==> config.mk <==
export PLATFORM = sky130hd
export DESIGN_NAME = mult_div_unit
export DESIGN_NICKNAME = d
export VERILOG_FILES = /design/src/rtl/mips_defs_pkg.sv /design/src/rtl/mdu_div_step.sv /design/src/rtl/mult_div_unit.sv
export SDC_FILE = /design/constraint.sdc
export NUM_CORES = 1
export LEC_CHECK = 0
export CAP_MARGIN = 5
export CORE_ASPECT_RATIO = 1.5
export CORE_MARGIN = 3
export CORE_UTILIZATION = 50
export DETAILED_ROUTE_END_ITERATION = 10
export GPL_ROUTABILITY_DRIVEN = 0
export PLACE_DENSITY = 0.76
export SYNTH_ARGS = -nofsm -noshare
export SYNTH_HDL_FRONTEND = slang
export SYNTH_SLANG_ARGS = --single-unit
export TNS_END_PERCENT = 10
==> constraint.sdc <==
create_clock -name clk -period 6.55 [get_ports clk]
set_clock_uncertainty 0.2 [all_clocks]
set_input_delay 0.655 -clock clk [delete_from_list [all_inputs] [get_ports clk]]
set_output_delay 0.655 -clock clk [all_outputs]
set_load 0.02 [all_outputs]
==> src/rtl/mips_defs_pkg.sv <==
// Shared MIPS definitions for the HI/LO multiply/divide unit:
// opcode constants, FSM state encodings, the divide-by-zero quotient
// and a small opcode-decode helper.
package mips_defs;

    // MDU opcodes carried on the op port
    localparam logic [2:0] MDU_MULT  = 3'd0;
    localparam logic [2:0] MDU_MULTU = 3'd1;
    localparam logic [2:0] MDU_DIV   = 3'd2;
    localparam logic [2:0] MDU_DIVU  = 3'd3;
    localparam logic [2:0] MDU_MTHI  = 3'd4;
    localparam logic [2:0] MDU_MTLO  = 3'd5;

    // FSM state encodings
    localparam logic [1:0] ST_IDLE = 2'd0;
    localparam logic [1:0] ST_RUN  = 2'd1;
    localparam logic [1:0] ST_DONE = 2'd2;

    // Quotient reported for any divide by zero
    localparam logic [31:0] MDU_DIV_ZERO_Q = 32'hFFFF_FFFF;

    // True for the opcodes that treat their operands as two's complement
    function automatic logic mdu_is_signed(input logic [2:0] op);
        return (op == MDU_MULT) || (op == MDU_DIV);
    endfunction

endpackage

==> src/rtl/mdu_div_step.sv <==
// One restoring-division step: shift the next dividend bit into the
// partial remainder and subtract the divisor when it fits.
module mdu_div_step #(
    parameter int WIDTH = 32
) (
    input  logic [WIDTH-1:0] i_rem,
    input  logic             i_bit,
    input  logic [WIDTH-1:0] i_divisor,
    output logic [WIDTH-1:0] o_rem,
    output logic             o_q
);

    logic [WIDTH:0] w_shift;
    logic [WIDTH:0] w_diff;

    // Trial subtraction; the remainder is restored when the divisor does not fit
    always_comb begin
        w_shift = {i_rem, i_bit};
        w_diff  = w_shift - {1'b0, i_divisor};
        if (w_shift >= {1'b0, i_divisor}) begin
            o_rem = w_diff[WIDTH-1:0];
            o_q   = 1'b1;
        end else begin
            o_rem = w_shift[WIDTH-1:0];
            o_q   = 1'b0;
        end
    end

endmodule

==> src/rtl/mult_div_unit.sv <==
// HI/LO multiply/divide unit for the MIPS execute stage.
// Iterative shift-add multiply and restoring divide, one step per cycle,
// operating on magnitudes with sign correction on the final step.
// Optional build macro MDU_FAST_MULT_EN: MULT/MULTU complete in a single
// cycle through a combinational multiplier; divides remain iterative.
module mult_div_unit
    import mips_defs::*;
#(
    parameter int WIDTH = 32
) (
    input  logic             clk,
    input  logic             reset,
    input  logic             start,
    input  logic [2:0]       op,
    input  logic [WIDTH-1:0] rs_data,
    input  logic [WIDTH-1:0] rt_data,
    output logic [WIDTH-1:0] hi,
    output logic [WIDTH-1:0] lo,
    output logic             busy,
    output logic             done
);

    localparam int CW = $clog2(WIDTH);

    logic [1:0]         r_state;
    logic [CW-1:0]      r_cnt;
    logic [2*WIDTH-1:0] r_acc;      // mult: {partial sum, multiplier}; div: {remainder, dividend/quotient}
    logic [WIDTH-1:0]   r_opb;      // multiplicand or divisor magnitude
    logic [WIDTH-1:0]   r_hi;
    logic [WIDTH-1:0]   r_lo;
    logic               r_is_div;
    logic               r_dz;
    logic               r_neg_q;    // product or quotient must be negated
    logic               r_neg_r;    // remainder must be negated
    logic               r_busy;
    logic               r_done;

    logic               w_accept;
    logic               w_a_neg;
    logic               w_b_neg;
    logic [WIDTH-1:0]   w_a_mag;
    logic [WIDTH-1:0]   w_b_mag;
    logic [WIDTH:0]     w_mul_sum;
    logic [2*WIDTH-1:0] w_mul_next;
    logic [WIDTH-1:0]   w_div_rem;
    logic               w_div_q;
    logic [2*WIDTH-1:0] w_div_next;
    logic [2*WIDTH-1:0] w_step_next;
    logic [2*WIDTH-1:0] w_prod;
    logic [WIDTH-1:0]   w_quo;
    logic [WIDTH-1:0]   w_rem;
    logic [WIDTH-1:0]   w_res_hi;
    logic [WIDTH-1:0]   w_res_lo;
    logic               w_last;

    assign w_accept = start && (r_state != ST_RUN);
    assign w_last   = (r_cnt == CW'(WIDTH - 1));

    // Operand sign detection and magnitude conversion for signed opcodes
    always_comb begin
        w_a_neg = mdu_is_signed(op) & rs_data[WIDTH-1];
        w_b_neg = mdu_is_signed(op) & rt_data[WIDTH-1];
        if (w_a_neg) begin
            w_a_mag = -rs_data;
        end else begin
            w_a_mag = rs_data;
        end
        if (w_b_neg) begin
            w_b_mag = -rt_data;
        end else begin
            w_b_mag = rt_data;
        end
    end

    mdu_div_step #(.WIDTH(WIDTH)) u_div_step (
        .i_rem     (r_acc[2*WIDTH-1:WIDTH]),
        .i_bit     (r_acc[WIDTH-1]),
        .i_divisor (r_opb),
        .o_rem     (w_div_rem),
        .o_q       (w_div_q)
    );

    // Next accumulator value for one multiply or divide iteration
    always_comb begin
        w_mul_sum  = {1'b0, r_acc[2*WIDTH-1:WIDTH]}
                   + (r_acc[0] ? {1'b0, r_opb} : {(WIDTH+1){1'b0}});
        w_mul_next = {w_mul_sum, r_acc[WIDTH-1:1]};
        w_div_next = {w_div_rem, r_acc[WIDTH-2:0], w_div_q};
        if (r_is_div) begin
            w_step_next = w_div_next;
        end else begin
            w_step_next = w_mul_next;
        end
    end

    // Sign correction of the final iteration into HI/LO results
    always_comb begin
        w_prod = r_neg_q ? -w_step_next : w_step_next;
        w_quo  = r_neg_q ? -w_step_next[WIDTH-1:0] : w_step_next[WIDTH-1:0];
        // With a zero divisor the remainder path already reproduces the dividend
        w_rem  = r_neg_r ? -w_step_next[2*WIDTH-1:WIDTH] : w_step_next[2*WIDTH-1:WIDTH];
        if (r_is_div) begin
            w_res_hi = w_rem;
            if (r_dz) begin
                w_res_lo = WIDTH'(MDU_DIV_ZERO_Q);
            end else begin
                w_res_lo = w_quo;
            end
        end else begin
            w_res_hi = w_prod[2*WIDTH-1:WIDTH];
            w_res_lo = w_prod[WIDTH-1:0];
        end
    end

`ifdef MDU_FAST_MULT_EN
    logic [2*WIDTH-1:0] w_fast_mag;
    logic [2*WIDTH-1:0] w_fast_prod;

    // Single-cycle multiply on operand magnitudes
    always_comb begin
        w_fast_mag = {{WIDTH{1'b0}}, w_a_mag} * {{WIDTH{1'b0}}, w_b_mag};
        if (w_a_neg ^ w_b_neg) begin
            w_fast_prod = -w_fast_mag;
        end else begin
            w_fast_prod = w_fast_mag;
        end
    end
`endif

    // FSM, operand capture, iteration and HI/LO update
    always_ff @(posedge clk) begin
        if (reset) begin
            r_state  <= ST_IDLE;
            r_cnt    <= '0;
            r_acc    <= '0;
            r_opb    <= '0;
            r_hi     <= '0;
            r_lo     <= '0;
            r_is_div <= 1'b0;
            r_dz     <= 1'b0;
            r_neg_q  <= 1'b0;
            r_neg_r  <= 1'b0;
            r_busy   <= 1'b0;
            r_done   <= 1'b0;
        end else if (w_accept) begin
            case (op)
                MDU_MULT, MDU_MULTU: begin
`ifdef MDU_FAST_MULT_EN
                    r_hi    <= w_fast_prod[2*WIDTH-1:WIDTH];
                    r_lo    <= w_fast_prod[WIDTH-1:0];
                    r_state <= ST_DONE;
                    r_busy  <= 1'b0;
                    r_done  <= 1'b1;
`else
                    r_acc    <= {{WIDTH{1'b0}}, w_b_mag};
                    r_opb    <= w_a_mag;
                    r_is_div <= 1'b0;
                    r_dz     <= 1'b0;
                    r_neg_q  <= w_a_neg ^ w_b_neg;
                    r_neg_r  <= 1'b0;
                    r_cnt    <= '0;
                    r_state  <= ST_RUN;
                    r_busy   <= 1'b1;
                    r_done   <= 1'b0;
`endif
                end
                MDU_DIV, MDU_DIVU: begin
                    r_acc    <= {{WIDTH{1'b0}}, w_a_mag};
                    r_opb    <= w_b_mag;
                    r_is_div <= 1'b1;
                    r_dz     <= (rt_data == '0);
                    r_neg_q  <= w_a_neg ^ w_b_neg;
                    r_neg_r  <= w_a_neg;
                    r_cnt    <= '0;
                    r_state  <= ST_RUN;
                    r_busy   <= 1'b1;
                    r_done   <= 1'b0;
                end
                MDU_MTHI: begin
                    r_hi    <= rs_data;
                    r_state <= ST_IDLE;
                    r_done  <= 1'b0;
                end
                MDU_MTLO: begin
                    r_lo    <= rs_data;
                    r_state <= ST_IDLE;
                    r_done  <= 1'b0;
                end
                default: begin
                    // NOP: only a pending DONE cycle retires
                    r_state <= ST_IDLE;
                    r_done  <= 1'b0;
                end
            endcase
        end else begin
            case (r_state)
                ST_RUN: begin
                    r_acc <= w_step_next;
                    r_cnt <= r_cnt + CW'(1);
                    if (w_last) begin
                        r_hi    <= w_res_hi;
                        r_lo    <= w_res_lo;
                        r_state <= ST_DONE;
                        r_busy  <= 1'b0;
                        r_done  <= 1'b1;
                    end else begin
                        r_state <= ST_RUN;
                    end
                end
                ST_DONE: begin
                    r_state <= ST_IDLE;
                    r_done  <= 1'b0;
                end
                ST_IDLE: begin
                    r_state <= ST_IDLE;
                end
                default: begin
                    r_state <= ST_IDLE;
                    r_busy  <= 1'b0;
                    r_done  <= 1'b0;
                end
            endcase
        end
    end

    assign hi   = r_hi;
    assign lo   = r_lo;
    assign busy = r_busy;
    assign done = r_done;

endmodule

Yosys cells after proc, flatten, opt, wreduce, memory -nomap -nowiden
Cells that the tools add are included.

operators by class
  order comparisons = 1
  $add $sub $neg = 8
  shift-type cells = 0
  equality and inequality tests = 16
  div/mod/pow operators = 0
  bitwise gates (word level) = 4
  reductions and logical operators = 21
  multiply operators = 0
  muxes and demuxes = 40

operators with widths
  operator                                                                number
  32-bit 2-to-1 mux                                                       17
  64-bit 2-to-1 mux                                                       4
  32-bit negation                                                         4
  64-bit case mux with 2 select lines                                     1
  64-bit negation                                                         1
  32-bit case mux with 2 select lines                                     1
  32-bit by 32-bit adder with 33-bit output                               1
  33-bit by 32-bit greater-or-equal comparator with 1-bit output          1
  32-bit zero test                                                        1
  32-bit subtractor                                                       1
  5-bit 2-to-1 mux                                                        3
  1-bit case mux with 2 select lines                                      5
  2-bit AND reduction                                                     5
  3-bit AND reduction                                                     3
  2-bit by 1-bit != test with 1-bit output (second input constant)        4
  2-bit OR reduction                                                      4
  3-bit by 2-bit equality test with 1-bit output (second input constant)  2
  3-bit equality test (second input constant)                             2
  1-bit 2-to-1 mux                                                        6
  2-bit 2-to-1 mux                                                        3
  2-bit nonzero test                                                      3
  5-bit by 1-bit adder with 5-bit output (second input constant)          1
  5-bit equality test (second input constant)                             1
  2-bit != test (second input constant)                                   2
  13 further kinds                                                        14

word-level totals
  bits in registers = 173
  memories kept = 0
  bits in latches = 0
  output and inout port bits = 66
  input bits = 70
  logic and storage cells = 102
  memory bits (read-only) = 0
  RAM bits = 0

Longest topological paths before layout
  depth after elaboration = 10
  depth in mapped cells = 26
  mapped depth without buffers = 20

Modules after synthesis
A second synthesis with hierarchy kept.

unflattened totals
  cell total of the unflattened synthesis = 2162
  area, all modules = 15763.9 µm²

modules (own cells, without submodules)
  module         times used  cells each  sequential area each (µm²)  area an instance (µm²)
  mult_div_unit  1           1839        3463.3                      13432.9
  mdu_div_step   1           323         0.0                         2331.0

Worst setup path before layout
OpenSTA, ideal clock, no wires.

  path kind = reg2reg
  start point = reg r_is_div
  end point = reg r_hi[10] (netlist: hi[10])
  cell stages (with the launch flop) = 22
  library setup time = 0.128 ns
  path slack = 1.628 ns
  arrival time = 4.595 ns
  period minus slack after synthesis = 4.922 ns
  path through = dfxtp_1 > clkbuf_1 > buf_2 > buf_2 > buf_2 > buf_2 > buf_2 > buf_1 > buf_1 > mux2i_1 > ha_1 > and2_1 > nand4_1 > or2_2 > clkbuf_1 > nor2_1 > a21oi_1 > o21bai_2 > o31ai_1 > xnor2_1 > a221oi_1 > nor2_1

between the ends
  longest elaborated chain between the ends = 7
  elaborated cells on any way between the ends = 9

RTL lines
  item                                                    RTL line                                   RTL
  start: declaration                                      mult_div_unit.sv:31                        logic r_is_div;
  start signal: assignment                                mult_div_unit.sv:139                       r_is_div <= 1'b0;
  start signal: assignment                                mult_div_unit.sv:157                       r_is_div <= 1'b0;
  start signal: assignment                                mult_div_unit.sv:170                       r_is_div <= 1'b1;
  64-bit 2-to-1 mux                                       mult_div_unit.sv:89                        if (r_is_div) begin
  64-bit negation or 32-bit negation (tied branches)      mult_div_unit.sv:98, mult_div_unit.sv:101
  64-bit 2-to-1 mux or 32-bit 2-to-1 mux (tied branches)  mult_div_unit.sv:98, mult_div_unit.sv:101
  32-bit 2-to-1 mux (*)                                   mult_div_unit.sv:102                       if (r_is_div) begin
  32-bit 2-to-1 mux (*)                                   mult_div_unit.sv:200                       if (w_last) begin
  32-bit 2-to-1 mux (*)                                   mult_div_unit.sv:196                       case (r_state)
  32-bit 2-to-1 mux (*)                                   mult_div_unit.sv:145                       end else if (w_accept) begin
  end signal: assignment                                  mult_div_unit.sv:180                       r_hi <= rs_data;
  end signal: assignment                                  mult_div_unit.sv:201                       r_hi <= w_res_hi;
  end: declaration                                        mult_div_unit.sv:29                        logic [WIDTH-1:0] r_hi;

Mark *: on every way between the ends. The rest lies on a longest branch, timed or not. The select of a mux whose other input is x is not followed.
A chain may end at the register's enable or synchronous reset.

Worst setup path in the final report
  start point = reg r_opb[10]
  end point = reg r_hi[10] (netlist: hi[10])

between the ends
  longest elaborated chain between the ends = 9
  elaborated cells on any way between the ends = 15

RTL lines
  item                                                               RTL line                                   RTL
  start: declaration                                                 mult_div_unit.sv:28                        logic [WIDTH-1:0] r_opb;
  start signal: assignment                                           mult_div_unit.sv:156                       r_opb <= w_a_mag;
  start signal: assignment                                           mult_div_unit.sv:169                       r_opb <= w_b_mag;
  32-bit 2-to-1 mux (tied with other cells)                          mult_div_unit.sv:86                        + (r_acc[0] ? {1'b0, r_opb} : {(WIDTH+1){1'b0}});
  32-bit by 32-bit adder with 33-bit output (tied with other cells)  mult_div_unit.sv:86
  64-bit 2-to-1 mux (*)                                              mult_div_unit.sv:89
  64-bit negation or 32-bit negation (tied branches)                 mult_div_unit.sv:98, mult_div_unit.sv:101
  64-bit 2-to-1 mux or 32-bit 2-to-1 mux (tied branches)             mult_div_unit.sv:98, mult_div_unit.sv:101
  32-bit 2-to-1 mux (*)                                              mult_div_unit.sv:102
  32-bit 2-to-1 mux (*)                                              mult_div_unit.sv:200
  32-bit 2-to-1 mux (*)                                              mult_div_unit.sv:196
  32-bit 2-to-1 mux (*)                                              mult_div_unit.sv:145

Marked as above.

==> flow_summary.ini <==
[status]
status = completed

[timing]
slew_headroom = 0.221
rsz0062_at_grt = no
max_freq_ghz = 0.169
finalSetupViolCount = 0
finalHoldViolations = 0
setup_tns_ns = 0
max_slew.worst_pin.slew_ns = 1.16
min_period_ns = 5.91
slew_violations = 0
finalCritPeriodShare = 0.903

[worst_setup_path]
crit_fanout = 27
r2r_start = r_opb[10]$_SDFFE_PP0P_
required_ns = 6.68
worstSetupStartpoint = r_opb[10]$_SDFFE_PP0P_
path_class = register to register
arrival_ns = 6.04
worst_setup_path_start_kind = register
cp-end-kind = register

[yosys]
netlist_top_cells_area = dfxtp_1 (23%), nor2_1 (6.8%), nand2_1 (6.1%)
syn_inst = 2146
synth_flop_cell = dfxtp_1
avgSynthCellArea_um2 = 7.17
ys_types = 94
postSynth.asyncResetShare = 0
seq_area_frac_synth = 0.225
yosys_warnings = 0
synth_nets = 2288
syn_area_um2 = 15400
synth-seq-cells = 173
synth_top_cell_area_share = 0.225
synth-edff-count = 0
synth_area_leader_cell = dfxtp_1

[final_layout]
n_antenna_cell = 0
fin_cells = 2598
final_cell_mix = nor2_1 (277), nand2_1 (249), a21oi_1 (175), dfxtp_1 (172), clkdlybuf4s50_1 (134)
drive_above_1_share = 0.0523
area_delta_synth_final_pct = 13.6
fin_nets = 2327
layout_commonest_cell = nor2_1

[cts]
h-tree-depth = 4
cts.sinks = 173
cts_setup_buffers = 0
clk_latency_ns = 0.48
cts_tree = built
clockBufferDepth = 2
path_clk_slew_ns = 0.07
cts-root-buf = clkbuf_16
ctsHoldBuffers = 0
cts_buffers = 17
cts_resized = 0

[grt]
grt_pass1_vias = 16900
grt_pass1_wl_um = 97800
grt_max_degree = 91
antenna_found_initial = 0
track_usage = 0.385
grt.overflow.total = 0

[route]
wl_um = 65200
wl_per_cell_um = 25.1
via_per_inst = 6.84
drc_errors = 0
first_pass_iters = 6
num_vias = 17800
drt_iter0_drc = 2107
ant_nets = 0

[die]
ios = 136
die_w_um = 149
rows = 78
die_y_um = 221
initial_core_util = 0.508
die_area_um2 = 32900
coreArea_um2 = 30300

[power_and_ir_drop]
irDropWorstVdd_mv = 0.180
clockPowerShare = 0.309
p_int_mw = 2.03
seqPwrFrac = 0.341
switching_power_mw = 1.39
p_sw_frac = 0.407
totalPowerFinal_mw = 3.41
comb_power_share = 0.351
power.density_nw_per_um2 = 195
p_leak_nw = 6.60

[hold_path]
hold_class = register to register
min-delay-start = hi[17]$_SDFFE_PP0P_

[place]
io_buffers = 135
dpl.cell_count = 2566
post-dp-hpwl_um = 48500

[flow_run]
max-cap-violations = 0
[synthesized netlist by cell type, drive strengths merged (31+ instances only)]
library cell / instances
a211oi: 31
a21oi: 177
a221oi: 38
a22oi: 31
a311oi: 46
a31oi: 36
and2: 42
buf: 31
clkbuf: 110
dfxtp: 173
ha: 70
inv: 79
mux2i: 39
nand2: 252
nand3: 39
nor2: 280
nor3: 66
o21ai: 137
xnor2: 76
xor2: 70
[worst max-delay path: stages (launching register included)]
cell and delay, ns:
dfxtp_1 0.42, inv_1 0.07, ha_1 0.40, a21oi_1 0.32, o21ai_1 0.17, o2bb2ai_1 0.25, o31a_1 0.52, nor2_8 0.48
a21oi_1 0.17, inv_1 0.10, ha_1 0.17, and2_1 0.29, nand4_1 0.19, or2_2 0.43, nor2_1 0.18, a21oi_1 0.09
buf_4 0.18, o21bai_2 0.23, o31ai_1 0.28, xnor2_1 0.23, a221oi_1 0.31, nor2_1 0.06
[power groups by stage]
stage	Clock [mW]	Sequential, mW	Combinational [mW]
floorplan	0	1.17	0.768
global placement	0	1.18	1.12
detailed placement	0	1.18	1.14
CTS	1.05	1.16	1.14
global route	1.09	1.17	1.27
finish	1.05	1.16	1.20
[path summary, 6_finish.rpt]
check | endpoint | slack, ns | cells after the start
setup reg to reg | hi[10]$_SDFFE_PP0P_ | 0.64 | 21
hold / removal | hi[17]$_SDFFE_PP0P_ | 0.26 | 2
setup / recovery | hi[10]$_SDFFE_PP0P_ | 0.64 | 21
hold reg to reg | hi[17]$_SDFFE_PP0P_ | 0.26 | 2
[layout make-up]
class | count | area, µm²
Clock buffer | 18 | 439
Inverter | 80 | 300
Clock inverter | 14 | 146
Timing Repair Buffer | 161 | 1540
Sequential cell | 173 | 3470
Multi-Input combinational cell | 1752 | 11100
Tap cell | 400 | 500
Fill cell | 2863 | 12800
[stage by stage]
stage	hold slack, ns	worst slack [ns]	area (µm²)	utilization
detailed placement	0.256	0.859	16900	0.558
global route	0.281	0.260	17500	0.577
global placement	0.241	0.983	16900	0.558
finish	0.261	0.636	17500	0.577
CTS	0.267	0.823	17500	0.577
floorplan	0.228	1.63	15400	-
[cells by family after synthesis]
family / share of synthesized area
fa+ha+maj: 0.0595
flops: 0.225
simple gates: 0.251
xor+xnor: 0.0831
mux: 0.0313
compound gates: 0.292
buf+inv: 0.0575
[registers in the layout (all words and copies together), names as in the netlist]
| signal | count |
|---|---|
| busy | 1 |
| done | 1 |
| hi | 32 |
| lo | 32 |
| r_acc | 64 |
| r_cnt | 5 |
| r_dz | 1 |
| r_is_div | 1 |
| r_neg_q | 1 |
| r_neg_r | 1 |
| r_opb | 32 |
| r_state | 2 |
[layer usage]
metal  track usage  vias up  share of wire
li1              -     7895              -
met1         0.404     8297           0.33
met2         0.624     1170           0.46
met3        0.0838      407          0.088
met4         0.366        0           0.12
met5             0        -              0
Power figures use the tool's default switching activity.
==> RTL edit: new RTL, same flow settings <==
Put one more register stage on the output `hi`, cleared by the reset. The value now appears one clock later. The other outputs are not delayed to match.
--- a/src/rtl/mult_div_unit.sv
+++ b/src/rtl/mult_div_unit.sv
@@ -224,5 +224,11 @@
     end
 
-    assign hi   = r_hi;
+    always_ff @(posedge clk) begin
+        if (reset) begin
+            hi <= '0;
+        end else begin
+            hi <= r_hi;
+        end
+    end
     assign lo   = r_lo;
     assign busy = r_busy;
Function: changed (a bounded check fails within 4 cycles, from zero or initial values and one cycle with reset high).
==> RTL edit against the unedited design <==
  * Utilization grew 0.71 points
  * Worst setup slack lost 0.013 ns
  * Maximum frequency shrank 0.23%
  * Sequential cell count grew 32
  * Total power grew 17%
  * Wire length grew 9.1%
  * Area after synthesis grew 9.1%
  * Cell area grew 9.9%
  * Largest power group is now the clock network
==> RTL edit: results (changes against the unedited design) <==
Max VDD drop=0.0001779 V (-1.3%); Syn Nets=2,428 (+6.1%); # fillers=3,071 (+7.3%); CTS H-tree depth=1 (-3); mux share of post-synthesis cell area=3.295% (+0.16 points); latest clock arrival within the worst-skew pair=0.55 ns (+0.07 ns); post-DP HPWL=52.27 mm (+7.7%); Compound-Gate Fraction of Synth Area=28.36% (-0.89 points); mapped cell area=16,790 µm² (+9.1%); CP peak stage delay=0.49 ns (-0.03 ns); vias after detailed routing=19,290 (+8.6%); synth cell count leaders=nor2_1, nand2_1, dfxtp_1, a21oi_1, o21ai_0; status=completed; detail-routed net length per standard cell=25.65 µm (+2.1%); Cell variety after synth=95 (+1.1%); first-pass GRT wire length=107.2 mm (+9.6%); pre-CTS setup slack=0.9441 ns (+0.08546 ns); Critical-path top delay cell=nand3_2; largest cells by area after synthesis=dfxtp_1, nor2_1, nand2_1, ha_1, a21oi_1; Max Root-Sink Buffers=3 (+1); CP Max Fanout=19 (-30%); initial drt markers=2,726 (+29%); CP arrival=6.16 ns (+0.12 ns); Inserted Clock Buffers=22 (+5); Cell Rows=81 (+3.8%); Crit. Startpoint=r_opb[20]$_SDFFE_PP0P_; GR Util All Layers=38.13% (-0.36 points); Slew headroom=13.21% (-8.9 points); final net count=2,487 (+6.9%); Post-Synth XOR/XNOR Area=7.357% (-0.96 points); Initial DRT Pass Iterations=9 (+3); share of cells above drive strength 1=6.565% (+1.3 points); vias in the first global route=18,400 (+8.6%); Hold Startpoint=lo[5]$_SDFFE_PP0P_
==> RTL edit: path summary, 6_finish.rpt <==
check	to	cells past startpoint	slack, ns
max	r_hi[26]$_SDFFE_PP0P_	21	0.62
min	lo[5]$_SDFFE_PP0P_	2	0.26
max reg2reg	r_hi[26]$_SDFFE_PP0P_	21	0.62
min reg2reg	lo[5]$_SDFFE_PP0P_	2	0.26
==> RTL edit: report_power, final <==
group / internal [µW] / switching [µW]
sequential: 1300 / 63.1
clock: 792 / 588
combinational: 430 / 838
==> RTL edit: cells by family after synthesis <==
group	Yosys count
compound gates	698
xor+xnor	141
fa+ha+maj	72
buf+inv	221
flops	205
mux	52
simple gates	897
==> RTL edit: tightest hold or removal path, cell delays in order (launching register included) <==
cell     delay [ns]
dfxtp_1        0.31
nand2_1        0.05
a21oi_1        0.05
==> RTL edit: metal layers <==
layer  share of wire [%]  wire [µm]  vias to the layer above  GRT usage (%)
li1                    -          -                     8466              -
met1                  34      23980                     9000          42.22
met2                  46      32420                     1380          61.63
met3                 9.7       6896                      441          7.652
met4                  11       7860                        6          32.96
met5               0.058         41                        -              0
==> RTL edit: final cells by class <==
class / instances / area [µm²] / share of cell area, %
multi-input cells: 1860 / 11830 / 61.64
inverters: 77 / 289.0 / 1.506
clock buffers: 26 / 575.6 / 2.999
repair buffers: 179 / 1680 / 8.755
flip-flops and latches: 205 / 4108 / 21.40
clock inverters: 14 / 191.4 / 0.9974
well taps: 415 / 519.2 / 2.705
==> RTL edit: stage by stage <==
step | hold WS (ns) | cells | total power (µW) | utilization (%) | area [µm²]
floorplan | 0.2325 | 2286 | 2173 | - | 16790
global placement | 0.2447 | 2735 | 2565 | 56.10 | 18420
detailed placement | 0.2473 | 2735 | 2586 | 56.10 | 18420
CTS | 0.2592 | 2775 | 3940 | 58.44 | 19190
global route | 0.2768 | 2776 | 4127 | 58.45 | 19190
finish | 0.2606 | 2776 | 4011 | 58.45 | 19190
